File: config.mk
export PLATFORM = sky130hd
export DESIGN_NAME = ahb_apb_bridge_ctrl
export DESIGN_NICKNAME = d
export VERILOG_FILES = /design/src/rtl/ahb_apb_bridge_ctrl.sv
export SDC_FILE = /design/constraint.sdc
export NUM_CORES = 1
export LEC_CHECK = 0
export BUFFER_PORTS_ARGS = -buffer_cell sky130_fd_sc_hd__buf_2
export CAP_MARGIN = 20
export CORE_UTILIZATION = 30
export DETAILED_ROUTE_END_ITERATION = 6
export HOLD_SLACK_MARGIN = 0.1
export REMOVE_ABC_BUFFERS = 1
export SLEW_MARGIN = 20
export SYNTH_ARGS = -nofsm -noshare
export SYNTH_HDL_FRONTEND = slang
export SYNTH_SLANG_ARGS = --single-unit
File: constraint.sdc
create_clock -name clock -period 6.16 [get_ports clock]
set_input_delay 0.308 -clock clock [delete_from_list [all_inputs] [get_ports clock]]
set_output_delay 0.308 -clock clock [all_outputs]
set_load 0.02 [all_outputs]
File: src/rtl/ahb_apb_bridge_ctrl.sv
// AHB slave controller that turns single AHB transfers into APB setup/enable cycles.
// Optional APB3 wait/error handshake (PREADY, PSLVERR) is enabled by defining APB3_PREADY_EN.
module ahb_apb_bridge_ctrl #(
  parameter int          NSLV      = 4,
  parameter int          SLV_SHIFT = 24,
  parameter logic [31:0] BASE_ADDR = 32'h8000_0000
) (
  input  logic            clock,
  input  logic            HRESET,
  input  logic            HSELAPB,
  input  logic [31:0]     HADDR,
  input  logic [1:0]      HTRANS,
  input  logic            HWRITE,
  input  logic [2:0]      HSIZE,
  input  logic [31:0]     HWDATA,
  input  logic            HREADYin,
  output logic            HREADYout,
  output logic [1:0]      HRESP,
  output logic [31:0]     HRDATA,
  output logic [31:0]     PADDR,
  output logic [31:0]     PWDATA,
  output logic            PWRITE,
  output logic [NSLV-1:0] PSEL,
  output logic            PENABLE,
`ifdef APB3_PREADY_EN
  input  logic            PREADY,
  input  logic            PSLVERR,
`endif
  input  logic [31:0]     PRDATA
);

  localparam int IW  = $clog2(NSLV);
  localparam int TOP = SLV_SHIFT + IW;

  typedef enum logic [2:0] {
    ST_IDLE     = 3'd0,
    ST_RD_SETUP = 3'd1,
    ST_RD_EN    = 3'd2,
    ST_WR_WAIT  = 3'd3,
    ST_WR_SETUP = 3'd4,
    ST_WR_EN    = 3'd5,
    ST_ERR1     = 3'd6,
    ST_ERR2     = 3'd7
  } state_t;

  state_t          state_r;
  state_t          state_nxt_s;
  state_t          acc_nxt_s;
  logic            pready_s;
  logic            pslverr_s;
  logic            ok_s;
  logic            valid_s;
  logic            mapped_s;
  logic            accept_s;
  logic            hready_s;
  logic [1:0]      hresp_s;
  logic [IW-1:0]   idx_nxt_s;
  logic [NSLV-1:0] psel_nxt_s;
  logic            penable_nxt_s;
  logic            pwrite_nxt_s;
  logic            unused_s;

  function automatic logic [NSLV-1:0] onehot(input logic [IW-1:0] i);
    logic [NSLV-1:0] v;
    v    = {NSLV{1'b0}};
    v[i] = 1'b1;
    return v;
  endfunction

`ifdef APB3_PREADY_EN
  assign pready_s  = PREADY;
  assign pslverr_s = PSLVERR;
`else
  assign pready_s  = 1'b1;
  assign pslverr_s = 1'b0;
`endif

  // A completing enable phase only looks OKAY to AHB when the slave reported no error.
  assign ok_s      = pready_s & ~pslverr_s;
  assign valid_s   = HSELAPB & HREADYin & HTRANS[1];
  assign mapped_s  = (HADDR[31:TOP] == BASE_ADDR[31:TOP]);
  assign acc_nxt_s = !valid_s ? ST_IDLE :
                     (!mapped_s ? ST_ERR1 : (HWRITE ? ST_WR_WAIT : ST_RD_SETUP));
  assign idx_nxt_s = accept_s ? HADDR[SLV_SHIFT +: IW] : PADDR[SLV_SHIFT +: IW];
  assign unused_s  = ^{HSIZE, HTRANS[0]};

  // Next-state decode and AHB response generation
  always_comb begin
    state_nxt_s = state_r;
    hready_s    = 1'b1;
    hresp_s     = 2'b00;
    accept_s    = 1'b0;
    case (state_r)
      ST_IDLE: begin
        accept_s    = 1'b1;
        state_nxt_s = acc_nxt_s;
      end
      ST_RD_SETUP: begin
        hready_s    = 1'b0;
        state_nxt_s = ST_RD_EN;
      end
      ST_WR_WAIT: begin
        hready_s    = 1'b0;
        state_nxt_s = ST_WR_SETUP;
      end
      ST_WR_SETUP: begin
        hready_s    = 1'b0;
        state_nxt_s = ST_WR_EN;
      end
      ST_RD_EN, ST_WR_EN: begin
        hready_s = ok_s;
        if (!pready_s) begin
          state_nxt_s = state_r;
        end else if (pslverr_s) begin
          state_nxt_s = ST_ERR1;
        end else begin
          accept_s    = 1'b1;
          state_nxt_s = acc_nxt_s;
        end
      end
      ST_ERR1: begin
        hready_s    = 1'b0;
        hresp_s     = 2'b01;
        state_nxt_s = ST_ERR2;
      end
      ST_ERR2: begin
        hresp_s     = 2'b01;
        accept_s    = 1'b1;
        state_nxt_s = acc_nxt_s;
      end
      default: begin
        state_nxt_s = ST_IDLE;
      end
    endcase
  end

  // APB control values for the state being entered
  always_comb begin
    psel_nxt_s    = {NSLV{1'b0}};
    penable_nxt_s = 1'b0;
    pwrite_nxt_s  = PWRITE;
    case (state_nxt_s)
      ST_RD_SETUP: begin
        psel_nxt_s   = onehot(idx_nxt_s);
        pwrite_nxt_s = 1'b0;
      end
      ST_RD_EN: begin
        psel_nxt_s    = onehot(idx_nxt_s);
        penable_nxt_s = 1'b1;
        pwrite_nxt_s  = 1'b0;
      end
      ST_WR_WAIT: begin
        // keep the select up across back-to-back accesses to the same slave
        psel_nxt_s = (PSEL == onehot(idx_nxt_s)) ? PSEL : {NSLV{1'b0}};
      end
      ST_WR_SETUP: begin
        psel_nxt_s   = onehot(idx_nxt_s);
        pwrite_nxt_s = 1'b1;
      end
      ST_WR_EN: begin
        psel_nxt_s    = onehot(idx_nxt_s);
        penable_nxt_s = 1'b1;
        pwrite_nxt_s  = 1'b1;
      end
      default: begin
        psel_nxt_s = {NSLV{1'b0}};
      end
    endcase
  end

  // State and registered APB outputs
  always_ff @(posedge clock or posedge HRESET) begin
    if (HRESET) begin
      state_r <= ST_IDLE;
      PSEL    <= {NSLV{1'b0}};
      PENABLE <= 1'b0;
      PWRITE  <= 1'b0;
      PADDR   <= 32'h0;
      PWDATA  <= 32'h0;
    end else begin
      state_r <= state_nxt_s;
      PSEL    <= psel_nxt_s;
      PENABLE <= penable_nxt_s;
      PWRITE  <= pwrite_nxt_s;
      if (accept_s && valid_s && mapped_s) begin
        PADDR <= HADDR;
      end
      if (state_r == ST_WR_WAIT) begin
        PWDATA <= HWDATA;
      end
    end
  end

  assign HREADYout = hready_s;
  assign HRESP     = hresp_s;
  assign HRDATA    = (state_r == ST_RD_EN && ok_s) ? PRDATA : 32'h0;

endmodule
==> flow_summary.toml <==
[status]
status = "complete, no violations"

[sta]
fmax_ghz = 0.394
finClkSkew_ns = 0.00753
hold_viol = 0
tightest_slew_ns = 0.929
max_slew_margin = 0.378
slew_violations = 0
setup_tns_ns = 0
finalSetupViolations = 0
rsz0062_at_grt = "no"
min_period_ns = 2.54
min_period_over_period = 0.412
timing.final.ws_setup_ns = 3.62
timing.hold.ws_ns = 0.152

[placed_design]
routabilityCongestion = 0.799
dpl_cell_area_mm2 = 0.00450
dpl.cell_count = 646
numPortBuffers = 205
pre_cts_slack_ns = 3.61
dpl.hpwl_um = 6100

[power_and_ir_drop]
p_leak_nw = 2.78
ir_worst_vdd_mv = 0.176
p_switching_uw = 778
pwr-share-seq = 0.371
combPwrFrac = 0.411
p_int_mw = 1.16
total_power_mw = 1.93
clkPwrFrac = 0.218
powerDensity_mw_per_mm2 = 409
switching_share = 0.402

[floorplanning]
dieArea_mm2 = 0.0117
fp.dieW_um = 108
die_y_um = 108
initial_core_util = 0.310
ioPinCount = 211
core_area_mm2 = 0.0109
fp-row-count = 38

[route]
num_vias = 2939
top_layer = "met4"
drc = 0
route.met3.wl_um = 651
vias_per_cell = 4.44
drt_iter0_markers = 116
met2_length_um = 4230
first_pass_iters = 4
ant_nets = 0
wl_met1_um = 3180
wirelength_um = 8220
wire_per_inst_um = 12.4

[synthesis]
ys_top_cells_by_area = "dfrtp_1 (54%), nand2_1 (12%), mux2_4 (11%)"
yosys-top-cells-count = "nand2_1 (104), dfrtp_1 (73), and2_1 (38)"
synthCells = 317
syn_avg_cell_area_um2 = 10.6
yosys_warnings = 0
synth_cell_types = 41
synth_edf_count = 0
synthArstFlopShare = 1.00
synth_area_mm2 = 0.00338
ys.flop_type = "dfrtp_1"
synth.yosys.seq_area_share = 0.541
yosysTopAreaCellShare = 0.541
ys_ff_latch = 73
yosys.area.top_type = "dfrtp_1"
yosysMostFrequentCell = "nand2_1"

[setup_path]
critPathRequiredTime_ns = 6.39
cp_max_fo = 32
crit_path_end_kind = "register"
start_kind = "register"
criticalPathCategory = "register to register"
cp.arrival_ns = 2.76

[clocking]
path_clk_slew_ns = 0.08
cts_root_buf = "clkbuf_8"
cts.hold.buffers_added = 0
clock_path_buffers = 2
htree_levels = 3
cts_tree = "yes"
postCtsSetupBuffers = 0
cts_buffers = 9
cts.sinks = 73
cts_resized = 0
clock_latency_ns = 0.34

[grt]
grt_max_degree = 74
grt_use_total = 0.141
grt_pass1_vias = 2816
grt_pass1_wl_um = 12600
antenna_found_initial = 0
overflow = 0

[cells_and_area]
final_area_mm2 = 0.00473
syn2layout_area_growth_pct = 40.1
fin_nets = 623
post-route-util = 0.434
diodes = 0
instances_no_fill = 662
drive_gt1_frac = 0.492

[flow_run]
maxCapViolCount = 0

[hold_path]
min_path_type = "input pin to register"
## area by class of cell
type                    instances  area [um2]
repair buffers                207        1040
clock inverters                 5        77.6
fillers                      1105        6160
multi-input cells             222        1440
clock buffers                  11         151
flip-flops and latches         73        1830
well taps                     140         175
inverters                       4        15.0
## cells in the final DEF, fill, tap and decap left out, types with 2 or more instances in the layout
master	n
buf_2	205
nand2_1	104
dfrtp_1	73
and2_1	38
mux2_4	24
clkbuf_8	11
nor2_1	6
nand2b_1	5
a21oi_1	5
o21ai_1	3
nand3_1	2
or2_1	2
inv_2	2
inv_1	2
o21a_1	2
o21ai_0	2
a2111oi_4	2
nor3_1	2
o22ai_1	2
a31oi_1	2
mux2_1	2
clkinv_2	2
bufinv_16	2
buf_4	2
## power groups by stage
stage | registers (mW) | clock network (mW) | logic [mW]
after floorplan | 0.877 | 0 | 0.352
after global placement | 0.718 | 0 | 0.793
after detailed placement | 0.725 | 0 | 0.806
after CTS | 0.717 | 0.440 | 0.808
after global routing | 0.737 | 0.460 | 0.874
final | 0.718 | 0.421 | 0.795
## registers in the layout (all words and copies together) (netlist names)
signal,cells
PADDR,32
PWDATA,32
PSEL,4
state_r,3
PENABLE,1
PWRITE,1
## critical path, cell delays in order, from the launching register on
cell,delay [ns]
dfrtp_1,0.56
xnor2_2,0.61
nand2_2,0.70
mux2_1,0.54
## kinds of logic after synthesis
logic type | share of synthesized area
muxes | 0.116
xor gates and xnor gates | 0.00741
adders and majority gates | 0.00297
DFF | 0.541
other | 0.00111
AOI/OAI and AO/OA | 0.0582
buffers and inverters | 0.0345
and+or+nand+nor | 0.238
## worst paths after layout
path	startpoint	end	slack, ns	cells past startpoint
worst max-delay path	state_r[2]	PADDR[17]	3.62	3
max in group asynchronous	HRESET	PWRITE	5.30	3
worst min register to register	PADDR[31]	PADDR[31]	0.47	1
worst min-delay path	HWDATA[29]	PWDATA[29]	0.15	3
min in group asynchronous	HRESET	PWDATA[14]	0.22	3
worst max register to register	state_r[2]	PADDR[17]	3.62	3
## layer usage
metal / vias up / GRT usage
met4: 0 / 0.0832
met3: 10 / 0.0295
met5: - / 0
li1: 1417 / -
met1: 1369 / 0.148
met2: 143 / 0.257
Note: power is estimated with default switching activity, not from simulation.
